**config.mk**
```make
export PLATFORM = sky130hd
export DESIGN_NAME = clk_rst_seq_flat
export DESIGN_NICKNAME = d
export VERILOG_FILES = /design/src/rtl/clk_rst_pkg.sv /design/src/rtl/clk_rst_seq_if.sv /design/src/rtl/sync_bit.sv /design/src/rtl/clk_rst_seq.sv /design/src/flat_wrapper.sv
export SDC_FILE = /design/constraint.sdc
export NUM_CORES = 1
export LEC_CHECK = 0
export CORE_MARGIN = 3
export CORE_UTILIZATION = 50
export DETAILED_ROUTE_END_ITERATION = 12
export PLACE_DENSITY = 0.75
export SLEW_MARGIN = 20
export SYNTH_ARGS = -nofsm -noshare
export SYNTH_HDL_FRONTEND = slang
export SYNTH_HIERARCHICAL = 1
export SYNTH_SLANG_ARGS = --single-unit
```
**constraint.sdc**
```tcl
create_clock -name clk -period 1.7 [get_ports clk]
set_input_delay 0.34 -clock clk [delete_from_list [all_inputs] [get_ports clk]]
set_output_delay 0.34 -clock clk [all_outputs]
set_load 0.05 [all_outputs]
```
**src/rtl/clk_rst_pkg.sv**
```systemverilog
// Shared types and constants for the MMCM reset sequencer.
// State encoding, default timing constants and the counter sizing helper.
package clk_rst_pkg;

  typedef enum logic [2:0] {
    MMCM_RST  = 3'd0,
    WAIT_LOCK = 3'd1,
    STABLE    = 3'd2,
    RUN       = 3'd3,
    FAIL      = 3'd4
  } seq_state_e;

  localparam int unsigned DEF_MMCM_RST_CYCLES = 16;
  localparam int unsigned DEF_LOCK_TIMEOUT    = 65536;
  localparam int unsigned DEF_STABLE_CYCLES   = 1024;
  localparam int unsigned DEF_MAX_RETRIES     = 7;
  localparam int unsigned DEF_SYNC_STAGES     = 2;

  // Width that holds 0..max(a,b,c)-1; never narrower than one bit.
  function automatic int unsigned cnt_width(input int unsigned a,
                                            input int unsigned b,
                                            input int unsigned c);
    int unsigned m;
    int unsigned w;
    m = a;
    if (b > m) begin
      m = b;
    end else begin
      m = m;
    end
    if (c > m) begin
      m = c;
    end else begin
      m = m;
    end
    w = $clog2(m);
    return (w < 1) ? 1 : w;
  endfunction

endpackage

```
**src/rtl/clk_rst_seq_if.sv**
```systemverilog
// Status/control bundle between the reset sequencer and its MMCM/system side.
interface clk_rst_seq_if;

  logic       mmcm_locked;
  logic       soft_restart;
  logic       mmcm_rst;
  logic       sys_rst_n;
  logic       ready;
  logic       fail;
  logic [3:0] retry_cnt;
  logic [7:0] loss_cnt;

  modport master (
    input  mmcm_locked,
    input  soft_restart,
    output mmcm_rst,
    output sys_rst_n,
    output ready,
    output fail,
    output retry_cnt,
    output loss_cnt
  );

  modport slave (
    output mmcm_locked,
    output soft_restart,
    input  mmcm_rst,
    input  sys_rst_n,
    input  ready,
    input  fail,
    input  retry_cnt,
    input  loss_cnt
  );

endinterface

```
**src/rtl/sync_bit.sv**
```systemverilog
// Single-bit multi-flop synchronizer with synchronous active-low reset.
module sync_bit #(
  parameter int unsigned STAGES  = 2,
  parameter logic        RST_VAL = 1'b0
) (
  input  logic clk,
  input  logic rst_n,
  input  logic d,
  output logic q
);

  logic [STAGES-1:0] sync_r;

  // Shift the asynchronous input through the flop chain.
  always_ff @(posedge clk) begin
    if (!rst_n) begin
      sync_r <= {STAGES{RST_VAL}};
    end else begin
      sync_r <= {sync_r[STAGES-2:0], d};
    end
  end

  assign q = sync_r[STAGES-1];

endmodule

```
**src/rtl/clk_rst_seq.sv**
```systemverilog
// MMCM reset sequencer: pulses the MMCM reset, waits for a stable lock,
// then releases the system reset; retries on timeout and recovers from lock loss.
module clk_rst_seq
  import clk_rst_pkg::*;
#(
  parameter int unsigned MMCM_RST_CYCLES = DEF_MMCM_RST_CYCLES,
  parameter int unsigned LOCK_TIMEOUT    = DEF_LOCK_TIMEOUT,
  parameter int unsigned STABLE_CYCLES   = DEF_STABLE_CYCLES,
  parameter int unsigned MAX_RETRIES     = DEF_MAX_RETRIES,
  parameter int unsigned SYNC_STAGES     = DEF_SYNC_STAGES
) (
  input  logic          clk,
  input  logic          rst_n,
  clk_rst_seq_if.master bus
);

  localparam int unsigned     CW       = cnt_width(MMCM_RST_CYCLES, LOCK_TIMEOUT, STABLE_CYCLES);
  localparam logic [CW-1:0]   RST_LAST = CW'(MMCM_RST_CYCLES - 1);
  localparam logic [CW-1:0]   TMO_LAST = CW'(LOCK_TIMEOUT - 1);
  localparam logic [CW-1:0]   STB_LAST = CW'(STABLE_CYCLES - 1);
  localparam logic [CW-1:0]   CNT_ONE  = CW'(1);

  seq_state_e  state_r;
  seq_state_e  state_nxt_s;
  logic [CW-1:0] cnt_r;
  logic [CW-1:0] cnt_nxt_s;
  logic [3:0]  retry_r;
  logic [3:0]  retry_nxt_s;
  logic [7:0]  loss_r;
  logic [7:0]  loss_nxt_s;
  logic        locked_sync_s;
  logic        mmcm_rst_r;
  logic        run_r;
  logic        fail_r;

  sync_bit #(
    .STAGES  (SYNC_STAGES),
    .RST_VAL (1'b0)
  ) u_lock_sync (
    .clk   (clk),
    .rst_n (rst_n),
    .d     (bus.mmcm_locked),
    .q     (locked_sync_s)
  );

  // Next-state, retry/loss bookkeeping and shared counter; soft_restart overrides the FSM.
  always_comb begin
    state_nxt_s = state_r;
    retry_nxt_s = retry_r;
    loss_nxt_s  = loss_r;
    cnt_nxt_s   = cnt_r;
    if (bus.soft_restart) begin
      state_nxt_s = MMCM_RST;
      retry_nxt_s = 4'd0;
    end else begin
      case (state_r)
        MMCM_RST: begin
          if (cnt_r == RST_LAST) begin
            state_nxt_s = WAIT_LOCK;
          end else begin
            state_nxt_s = MMCM_RST;
          end
        end
        WAIT_LOCK: begin
          if (locked_sync_s) begin
            state_nxt_s = STABLE;
          end else if (cnt_r == TMO_LAST) begin
            if (32'(retry_r) < MAX_RETRIES) begin
              state_nxt_s = MMCM_RST;
              retry_nxt_s = (retry_r == 4'hF) ? retry_r : retry_r + 4'd1;
            end else begin
              state_nxt_s = FAIL;
            end
          end else begin
            state_nxt_s = WAIT_LOCK;
          end
        end
        STABLE: begin
          if (!locked_sync_s) begin
            state_nxt_s = WAIT_LOCK;
          end else if (cnt_r == STB_LAST) begin
            state_nxt_s = RUN;
          end else begin
            state_nxt_s = STABLE;
          end
        end
        RUN: begin
          if (!locked_sync_s) begin
            state_nxt_s = MMCM_RST;
            retry_nxt_s = 4'd0;
            loss_nxt_s  = (loss_r == 8'hFF) ? loss_r : loss_r + 8'd1;
          end else begin
            state_nxt_s = RUN;
          end
        end
        FAIL: begin
          state_nxt_s = FAIL;
        end
        default: begin
          state_nxt_s = MMCM_RST;
        end
      endcase
    end
    // A restart inside MMCM_RST keeps the state but must still clear the count.
    if (bus.soft_restart || (state_nxt_s != state_r)) begin
      cnt_nxt_s = '0;
    end else if ((state_r == MMCM_RST) || (state_r == WAIT_LOCK) || (state_r == STABLE)) begin
      cnt_nxt_s = cnt_r + CNT_ONE;
    end else begin
      cnt_nxt_s = cnt_r;
    end
  end

  // State, counters and outputs registered together so outputs track the state register.
  always_ff @(posedge clk) begin
    if (!rst_n) begin
      state_r    <= MMCM_RST;
      cnt_r      <= '0;
      retry_r    <= 4'd0;
      loss_r     <= 8'd0;
      mmcm_rst_r <= 1'b1;
      run_r      <= 1'b0;
      fail_r     <= 1'b0;
    end else begin
      state_r    <= state_nxt_s;
      cnt_r      <= cnt_nxt_s;
      retry_r    <= retry_nxt_s;
      loss_r     <= loss_nxt_s;
      mmcm_rst_r <= (state_nxt_s == MMCM_RST);
      run_r      <= (state_nxt_s == RUN);
      fail_r     <= (state_nxt_s == FAIL);
    end
  end

  assign bus.mmcm_rst  = mmcm_rst_r;
  assign bus.sys_rst_n = run_r;
  assign bus.ready     = run_r;
  assign bus.fail      = fail_r;
  assign bus.retry_cnt = retry_r;
  assign bus.loss_cnt  = loss_r;

endmodule

```
**src/flat_wrapper.sv**
```systemverilog
// flat-port wrapper written by rule: the top's interface ports become plain ports
module clk_rst_seq_flat import clk_rst_pkg::*;
#(
  parameter int unsigned MMCM_RST_CYCLES = DEF_MMCM_RST_CYCLES,
  parameter int unsigned LOCK_TIMEOUT    = DEF_LOCK_TIMEOUT,
  parameter int unsigned STABLE_CYCLES   = DEF_STABLE_CYCLES,
  parameter int unsigned MAX_RETRIES     = DEF_MAX_RETRIES,
  parameter int unsigned SYNC_STAGES     = DEF_SYNC_STAGES
)
  (clk, rst_n, bus_mmcm_locked, bus_soft_restart, bus_mmcm_rst, bus_sys_rst_n, bus_ready, bus_fail, bus_retry_cnt, bus_loss_cnt);
  clk_rst_seq_if bus_i ();
  input  logic clk;
  input  logic rst_n;
  input wire logic [$bits(bus_i.mmcm_locked)-1:0] bus_mmcm_locked;
  input wire logic [$bits(bus_i.soft_restart)-1:0] bus_soft_restart;
  output wire logic [$bits(bus_i.mmcm_rst)-1:0] bus_mmcm_rst;
  output wire logic [$bits(bus_i.sys_rst_n)-1:0] bus_sys_rst_n;
  output wire logic [$bits(bus_i.ready)-1:0] bus_ready;
  output wire logic [$bits(bus_i.fail)-1:0] bus_fail;
  output wire logic [$bits(bus_i.retry_cnt)-1:0] bus_retry_cnt;
  output wire logic [$bits(bus_i.loss_cnt)-1:0] bus_loss_cnt;
  assign bus_i.mmcm_locked = bus_mmcm_locked;
  assign bus_i.soft_restart = bus_soft_restart;
  assign bus_mmcm_rst = bus_i.mmcm_rst;
  assign bus_sys_rst_n = bus_i.sys_rst_n;
  assign bus_ready = bus_i.ready;
  assign bus_fail = bus_i.fail;
  assign bus_retry_cnt = bus_i.retry_cnt;
  assign bus_loss_cnt = bus_i.loss_cnt;
  clk_rst_seq #(.MMCM_RST_CYCLES(MMCM_RST_CYCLES), .LOCK_TIMEOUT(LOCK_TIMEOUT), .STABLE_CYCLES(STABLE_CYCLES), .MAX_RETRIES(MAX_RETRIES), .SYNC_STAGES(SYNC_STAGES)) u_core (.clk(clk), .rst_n(rst_n), .bus(bus_i));
endmodule
```
# == Word-level counts from Yosys, hierarchy flattened ==
# Cells that the tools add are included.
# classes
addsub,3
order_cmp,1
eq_ne,17
mux,15
bitwise,4
n_reduce_logical,10
# ops
operator,n
4-bit two-way mux,5
16-bit by 1-bit adder with 16-bit output (second input constant),1
16-bit by 10-bit == test with 1-bit output (second input constant),1
16-bit == test (second input constant),1
16-bit by 4-bit == test with 1-bit output (second input constant),1
3-bit two-way mux,5
3-bit one-hot mux with 5 select lines,1
3-bit by 2-bit == test with 1-bit output (second input constant),3
8-bit by 1-bit adder with 8-bit output (second input constant),1
8-bit == test (second input constant),1
4-bit one-hot mux with 2 select lines,1
3-bit == test (second input constant),2
3-bit zero test,2
2-bit != test (second input constant),3
6-bit AND reduction,1
4-bit by 1-bit adder with 4-bit output (second input constant),1
4-bit == test (second input constant),1
4-bit by 3-bit < comparator with 1-bit output (second input constant),1
2-bit by 1-bit != test with 1-bit output (second input constant),2
1-bit inverter,4
4-bit AND reduction,1
2-bit OR reduction,2
3-bit by 1-bit == test with 1-bit output (second input constant),1
1-bit logical OR,3
other kinds (4),5
# totals
regBits,36
input_bits,4
output_inout_bits,16
word_cells,58

# == Logic depth before layout (Yosys ltp) ==
# Gate-level depths: netlist of run 1.
# depth
depth_word,9
ltp_mapped,7
ltp_nobuf,6

# == By module ==
# The synthesis of run 1 kept the hierarchy.
# by_module_without_submodules
mod,instances,cells_each,area_per_inst_um2,seq_area_each_um2
clk_rst_seq,1,192,1717.9,680.7
sync_bit,1,4,52.6,40.0

# == Worst setup path after synthesis of run 1 ==
# No wires, ideal clock.
# synth_timing
path_kind,reg-to-reg
start,register u_core.loss_r[0] (netlist: u_core/bus.loss_cnt[0])
end,register u_core.loss_r[5] (netlist: u_core/bus.loss_cnt[5])
setup_ns,0.117
arrival_ns,1.738
t_required_ns,1.583
slack_ns,-0.156
path_stages_with_launch,8
n_path_buf,1
period_less_slack_ns,1.856
path_cell_list,dfxtp_1 > ha_1 > nand3_1 > o211a_1 > clkbuf_1 > nand4_1 > xor2_1 > nor2_1
# synth_via
elab_chain_cells,3
elab_cells_between_ends,4
cone_classes,add/sub (1); eq/ne (1); bitwise (1); reduce/logical (1)
# synth_lines
element,line_no,text
from (decl),clk_rst_seq.sv:29,logic [7:0] loss_r;
from (signal assigned),clk_rst_seq.sv:128,loss_r <= loss_nxt_s;
branches (longest 3 deep; another with 8-bit by 1-bit adder with 8-bit output),-,
# Several ways; the timed one is not identified.
# A chain may end at the register's enable or synchronous reset.

# == Final worst setup path of run 1 ==
# layout_timing
start,register u_core.cnt_r[15]
end,register u_core.cnt_r[10]
# layout_via
elab_chain_cells,8
elab_cells_between_ends,13
cone_classes,eq/ne (4); mux (7); reduce/logical (2)
# layout_lines
element,line_no,text
from (decl),clk_rst_seq.sv:25,logic [CW-1:0] cnt_r;
from (signal assigned),clk_rst_seq.sv:126,cnt_r <= cnt_nxt_s;
16-bit by 10-bit == test with 1-bit output or 16-bit == test (tied branches),"clk_rst_seq.sv:81, clk_rst_seq.sv:67",
1-bit two-way mux or 3-bit two-way mux (tied branches),"clk_rst_seq.sv:81, clk_rst_seq.sv:67",
"3-bit two-way mux, on equally long branches","clk_rst_seq.sv:79, clk_rst_seq.sv:65",
3-bit one-hot mux with 5 select lines *,clk_rst_seq.sv:56,case (state_r)
3-bit two-way mux *,clk_rst_seq.sv:52,if (bus.soft_restart) begin
3-bit != test *,clk_rst_seq.sv:105,if (bus.soft_restart || (state_nxt_s != state_r)) begin
1-bit logical OR *,clk_rst_seq.sv:105,
2-bit OR reduction (no line) *,-,
# Mark *: on every way between the ends. The rest lies on a longest branch, timed or not.

==> results.sh, run 1 <==
export IMPL_status="finished, violations left"
export IMPL_violations="negative setup slack"
export IMPL_cts_clk_slew_worst_paths_ns=0.11
export IMPL_fin_tns_setup_ns=-2.68
export IMPL_via_count=1716
export IMPL_firstDrtPassIters=5
export IMPL_synthCells=196
export IMPL_hold_path_class="flop to flop"
export IMPL_fillers=250
export IMPL_die_area_sq_mm=0.00429
export IMPL_finClkSkew_ns=0.00720
export IMPL_critPathArrivalTime_ns=2.16
export IMPL_drc=0
export IMPL_place_congestion=0.872
export IMPL_cts_made_buffers=5
export IMPL_fin_cells=299
export IMPL_start_kind="flop"
export IMPL_critPathMaxFanout=5
export IMPL_crit_type="flop to flop"
export IMPL_pre_cts_slack_ns=-0.520
export IMPL_grt_pass1_wl_microns=7450
export IMPL_io_pins=20
export IMPL_insertedDiodeCount=0
export IMPL_portBuffers=19
export IMPL_min_period_over_period_pct=114
export IMPL_fin_util_pct=75.3
export IMPL_fmaxAchievable_ghz=0.517
export IMPL_dp_final_hpwl_microns=3050
export IMPL_netlist_area_sq_mm=0.00177
export IMPL_finalWorstSetupSlack_ns=-0.233
export IMPL_power_density_mw_per_mm2=577
export IMPL_drtAntennaViolNets=0
export IMPL_totalWireLength_microns=4560
export IMPL_start_util_pct=55.3
export IMPL_timing_final_crit_period_ns=1.93
export IMPL_cts_htree_levels=2
export IMPL_wl_per_cell_microns=15.3
export IMPL_final_max_slew_violation_count=0
export IMPL_design_area_sq_mm=0.00241
export IMPL_tightest_slew_ns=0.463
export IMPL_syn_area_per_cell_sq_um=9.03
export IMPL_ir_worst_vdd_mv=0.488
export IMPL_holdWs_ns=0.448
export IMPL_grt_max_degree=17
export IMPL_root_buffer="clkbuf_4"
export IMPL_async_flop_share_pct=0
export IMPL_overflow=0
export IMPL_area_growth_pct=36.3
export IMPL_post_dp_cell_area_sq_mm=0.00218
export IMPL_rows=20
export IMPL_yosysTopAreaCellShare_pct=40.7
export IMPL_cts_tree="done"
export IMPL_end_kind="flop"
export IMPL_clk_path_buf_depth=2
export IMPL_syn_num_nets=203
export IMPL_drive_gt1_share_pct=36.9
export IMPL_drt_initial_drc_count=119
export IMPL_coreArea_sq_mm=0.00320
export IMPL_grt_usage_pct=22.4
export IMPL_die_h_microns=65.5
export IMPL_ys_flop_type="dfxtp_1"
export IMPL_final_nets=261
export IMPL_antenna_found_initial=0
export IMPL_p_leak_nw=0.915
export IMPL_relSlewSlack_pct=69.0
export IMPL_vias_per_cell=5.74
export IMPL_clkSinkCount=36
export IMPL_setup_viol=15
export IMPL_ys_types=46
export IMPL_grt_pass1_vias=1634
export IMPL_total_power_mw=1.39
export IMPL_fp_dieW_microns=65.5
export IMPL_dp_cells=285
export IMPL_rsz0062_at_grt="true"
export IMPL_synth_area_leaders="dfxtp_1 41%, xor2_1 5.9%, nor2_1 5.1%"
export IMPL_synth_top_area_cell="dfxtp_1"
export IMPL_synth_edf_count=0
export IMPL_r2r_setup_slack_ns=-0.23
export IMPL_hold_viol_final=0
export IMPL_max_cap_viol_count=0
export IMPL_clock_latency_ns=0.34
export IMPL_synth_seq_cells=36
export IMPL_required_ns=1.92
export IMPL_ys_seq_area_share_pct=40.7
export IMPL_yosys_warnings=6
==> cells by family (layout without fill, tap and decap cells) <==
family | Yosys count | after routing | synth area share, %
AND/OR/NAND/NOR | 86 | 87 | 27.1
AO/OA/AOI/OAI | 36 | 36 | 13.7
flip-flops | 36 | 36 | 40.7
XOR/XNOR | 21 | 21 | 10.4
buffers and inverters | 12 | 70 | 4.81
adder cells (fa/ha/maj) | 3 | 3 | 2.12
multiplexers | 2 | 2 | 1.13
==> layer usage <==
metal | up-vias | part of all wire, % | track usage (%)
met5 | - | 0 | 0
met4 | 0 | 1.8 | 9.07
met3 | 9 | 4.9 | 5.30
met2 | 61 | 50 | 37.9
met1 | 814 | 43 | 27.1
li1 | 832 | - | -
==> path summary, 6_finish.rpt <==
check                                                from                                       to  cells after the start
hold reg to reg   u_core/u_lock_sync/sync_r[0]$_SDFF_PN0_  u_core/u_lock_sync/sync_r[1]$_SDFF_PN0_                      1
setup reg to reg            u_core/cnt_r[15]$_SDFFE_PP0P_            u_core/cnt_r[10]$_SDFFE_PP0P_                      5
hold / removal    u_core/u_lock_sync/sync_r[0]$_SDFF_PN0_  u_core/u_lock_sync/sync_r[1]$_SDFF_PN0_                      1
setup / recovery            u_core/cnt_r[15]$_SDFFE_PP0P_            u_core/cnt_r[10]$_SDFFE_PP0P_                      5
==> final cells by class <==
cell class	count	area, sq um	area share, %
repair buffers	58	463	19.2
flip-flops and latches	36	733	30.4
well taps	44	55.1	2.28
inverters	4	15.0	0.622
clock buffers	8	58.8	2.44
multi-input cells	149	1090	45.1
==> cell usage in the layout (no fill, tap or decap), types with 2 or more instances in the layout <==
cell type,n
o21a_1,3
nor3_1,4
clkbuf_4,5
a211oi_1,11
nor3_2,2
and3_1,4
nor2_1,22
buf_6,2
and2_1,3
ha_1,3
o21ai_0,3
xor2_1,12
buf_4,52
a21oi_1,7
dfxtp_2,10
nor4_1,3
or3_1,2
mux2i_1,2
or4_4,2
nand4_1,11
clkdlybuf4s50_1,3
xnor2_1,9
nand3_1,7
nor2_2,2
clkbuf_1,2
dfxtp_1,26
inv_1,3
nand2_1,10
==> report_power, final <==
part           internal [mW]  switching (mW)
Combinational         0.0321          0.0281
Clock                  0.204           0.278
Sequential             0.847         0.00227
==> state kept, by name, summed over array words and instances (netlist names) <==
name,cells
u_core/bus.loss_cnt,8
u_core/bus.retry_cnt,4
u_core/bus.ready,1
u_core/cnt_r,16
u_core/bus.mmcm_rst,1
u_core/state_r,3
u_core/u_lock_sync/sync_r,2
u_core/bus.fail,1
==> cell usage after synthesis (all sizes together), types with 2 or more instances <==
| cell | n |
|---|---|
| a211oi | 11 |
| a21oi | 8 |
| and2 | 4 |
| and3 | 4 |
| buf | 4 |
| clkbuf | 4 |
| dfxtp | 36 |
| ha | 3 |
| inv | 3 |
| mux2i | 2 |
| nand2 | 10 |
| nand2b | 2 |
| nand3 | 9 |
| nand4 | 11 |
| nor2 | 24 |
| nor3 | 6 |
| nor4 | 4 |
| o21a | 4 |
| o21ai | 4 |
| o31ai | 2 |
| or3 | 2 |
| or4 | 3 |
| xnor2 | 9 |
| xor2 | 12 |
==> what timing repair did <==
item | CTS | global route
pin swaps | 4 | 12
endpoints found under the setup margin | 16 | 24
setup buffers | 2 | 3
hold buffers | 0 | 0
gates resized for setup | 5 | 25
cloned | 0 | 1
==> critical path: stages, from the launching register on <==
cell      delay (ns)
dfxtp_1         0.33
or4_4           0.54
or4_4           0.43
o22a_4          0.24
nand4b_2        0.17
a211oi_1        0.10
Note: power is estimated with default switching activity, not from simulation.
==> run 2, diff against run 1 <==
CTS_CLUSTER_DIAMETER = 40   (was not set)
==> results of run 2 <==
The final DEF is identical to that of run 1; final timing and power are the same.
==> run 3, diff against run 2 <==
CORE_UTILIZATION = 30   (was 50)
PLACE_DENSITY = not set   (was 0.75)
clock period = 1.88 ns   (was 1.7 ns; I/O delays follow)
==> results.sh, run 3 (synthesis results as in run 1) <==
export IMPL_status="complete, no violations"
export IMPL_critPathMaxFanout=6
export IMPL_fmaxAchievable_ghz=0.532
export IMPL_finClkSkew_ns=0.00760
export IMPL_io_pins=20
export IMPL_multiInputGateArea_sq_mm=0.00109
export IMPL_crit_cells=5
export IMPL_cts_clk_slew_worst_paths_ns=0.07
export IMPL_cts_made_buffers=5
export IMPL_layout_common_cells="43 x buf_4, 36 x dfxtp_1, 23 x nor2_1"
export IMPL_holdBufCountCts=0
export IMPL_fp_dieW_microns=82.8
export IMPL_clk_path_buf_depth=2
export IMPL_cp_cell_sequence="or4_4 -> or4_4 -> o22a_4 -> nand4b_4 -> a211oi_1"
export IMPL_timing_rr_end="u_core/cnt_r[3]$_SDFFE_PP0P_"
export IMPL_setup_viol=0
export IMPL_fin_tns_setup_ns=0
export IMPL_r2r_cells=5
export IMPL_drc=0
export IMPL_max_stage_delay_ns=0.53
export IMPL_drtAntennaViolNets=0
export IMPL_root_buffer="clkbuf_8"
export IMPL_coreArea_sq_mm=0.00561
export IMPL_start_util_pct=31.6
export IMPL_start_kind="flop"
export IMPL_path_delay_family="simple AND/OR/NAND/NOR gates"
export IMPL_dp_final_hpwl_microns=2880
export IMPL_grt_pass1_vias=1479
export IMPL_rsz0062_at_grt="true"
export IMPL_die_area_sq_mm=0.00686
export IMPL_grt_pass1_wl_microns=7160
export IMPL_required_ns=2.04
export IMPL_fillers=579
export IMPL_totalWireLength_microns=4230
export IMPL_max_cap_viol_count=0
export IMPL_rr_startpoint="u_core/cnt_r[15]$_SDFFE_PP0P_"
export IMPL_tightest_slew_ns=0.499
export IMPL_hold_viol_final=0
export IMPL_relSlewSlack_pct=66.7
export IMPL_die_h_microns=82.8
export IMPL_min_period_over_period_pct=100
export IMPL_critPathArrivalTime_ns=2.04
export IMPL_area_growth_pct=37.0
export IMPL_cts_htree_levels=2
export IMPL_hold_path_class="flop to flop"
export IMPL_crit_end="u_core/cnt_r[3]$_SDFFE_PP0P_"
export IMPL_via_count=1579
export IMPL_register_area_sq_um=721
export IMPL_power_density_mw_per_mm2=579
export IMPL_portBuffers=19
export IMPL_path_buf_inv=0
export IMPL_final_nets=254
export IMPL_cts_tree="done"
export IMPL_critPathLaunch="u_core/cnt_r[15]$_SDFFE_PP0P_"
export IMPL_grt_max_degree=17
export IMPL_top_register="u_core/cnt_r"
export IMPL_r2r_setup_slack_ns=0.0009
export IMPL_timing_final_crit_period_ns=1.88
export IMPL_grt_usage_pct=12.5
export IMPL_antenna_found_initial=0
export IMPL_vias_per_cell=4.95
export IMPL_rows=27
export IMPL_wl_per_cell_microns=13.3
export IMPL_largest_register_ffs=16
export IMPL_insertedDiodeCount=0
export IMPL_drt_initial_drc_count=132
export IMPL_holdWs_ns=0.446
export IMPL_layout_commonest_cell="buf_4"
export IMPL_overflow=0
export IMPL_crit_type="flop to flop"
export IMPL_final_max_slew_violation_count=0
export IMPL_firstDrtPassIters=4
export IMPL_cp_common_cell="or4_4"
export IMPL_clkSinkCount=36
export IMPL_p_leak_nw=0.914
export IMPL_critPathSlowestCell="or4_4"
export IMPL_drive_gt1_share_pct=30.8
export IMPL_end_kind="flop"
export IMPL_place_congestion=0.761
export IMPL_clock_latency_ns=0.28
export IMPL_ir_worst_vdd_mv=0.265
## run 3: cell count changes in the layout (fill, tap and decap cells not counted), sizes merged
| cell | before | now |
|---|---|---|
| buf | 55 | 44 |
| clkdlybuf4s50 | 3 | 6 |
| clkbuf | 8 | 7 |
| dlymetal6s2s | 0 | 1 |
## run 3: through the flow
stage	setup slack, ns	std cells	utilization (%)	instance area, sq um	total power, mW
3_3_place_gp	-0.355	310	39.2	2200	0.837
6_report	0.000851	319	43.3	2430	1.41
4_1_cts	-0.0310	319	42.1	2360	1.43
2_1_floorplan	0.0244	196	-	1770	0.808
5_1_grt	-0.0426	319	43.3	2430	1.46
3_5_place_dp	-0.384	310	39.2	2200	0.838
## run 3: worst min path at each step
stage,start,end,depth (start not counted)
final,u_core/u_lock_sync/sync_r[0]$_SDFF_PN0_,u_core/u_lock_sync/sync_r[1]$_SDFF_PN0_,1
after floorplan,u_core/u_lock_sync/sync_r[0]$_SDFF_PN0_,u_core/u_lock_sync/sync_r[1]$_SDFF_PN0_,1
after detailed placement,u_core/u_lock_sync/sync_r[0]$_SDFF_PN0_,u_core/u_lock_sync/sync_r[1]$_SDFF_PN0_,1
after global routing,u_core/u_lock_sync/sync_r[0]$_SDFF_PN0_,u_core/u_lock_sync/sync_r[1]$_SDFF_PN0_,1
after CTS,u_core/u_lock_sync/sync_r[0]$_SDFF_PN0_,u_core/u_lock_sync/sync_r[1]$_SDFF_PN0_,1
after global placement,u_core/u_lock_sync/sync_r[0]$_SDFF_PN0_,u_core/u_lock_sync/sync_r[1]$_SDFF_PN0_,1
## run 3: final cells by class
class | count | area share (%)
Multi-Input combinational cell | 149 | 44.9
Sequential cell | 36 | 29.7
Timing Repair Buffer | 51 | 17.1
Clock buffer | 7 | 3.97
Tap cell | 72 | 3.71
Inverter | 4 | 0.619
## run 3: timing repair
item | 4_1_cts | 5_1_grt
cloned | 1 | 0
buffers inserted | 1 | 0
setup endpoints to repair | 12 | 15
gates resized for setup | 9 | 15
pin swaps | 3 | 3
## run 3: power breakdown
group	switching (mW)	internal [mW]	leakage [nW]
logic	0.0264	0.0285	0.573
clock network	0.256	0.326	0.0503
registers	0.00198	0.767	0.291
total	0.284	1.12	0.914
## run 3: metal layers
layer  vias to the layer above  global-route usage [%]  part of all wire [%]
met3                         2                    3.37                   3.0
li1                        813                       -                     -
met5                         -                       0                     0
met1                       741                    17.1                    47
met4                         0                    3.12                  0.85
met2                        23                    19.5                    49
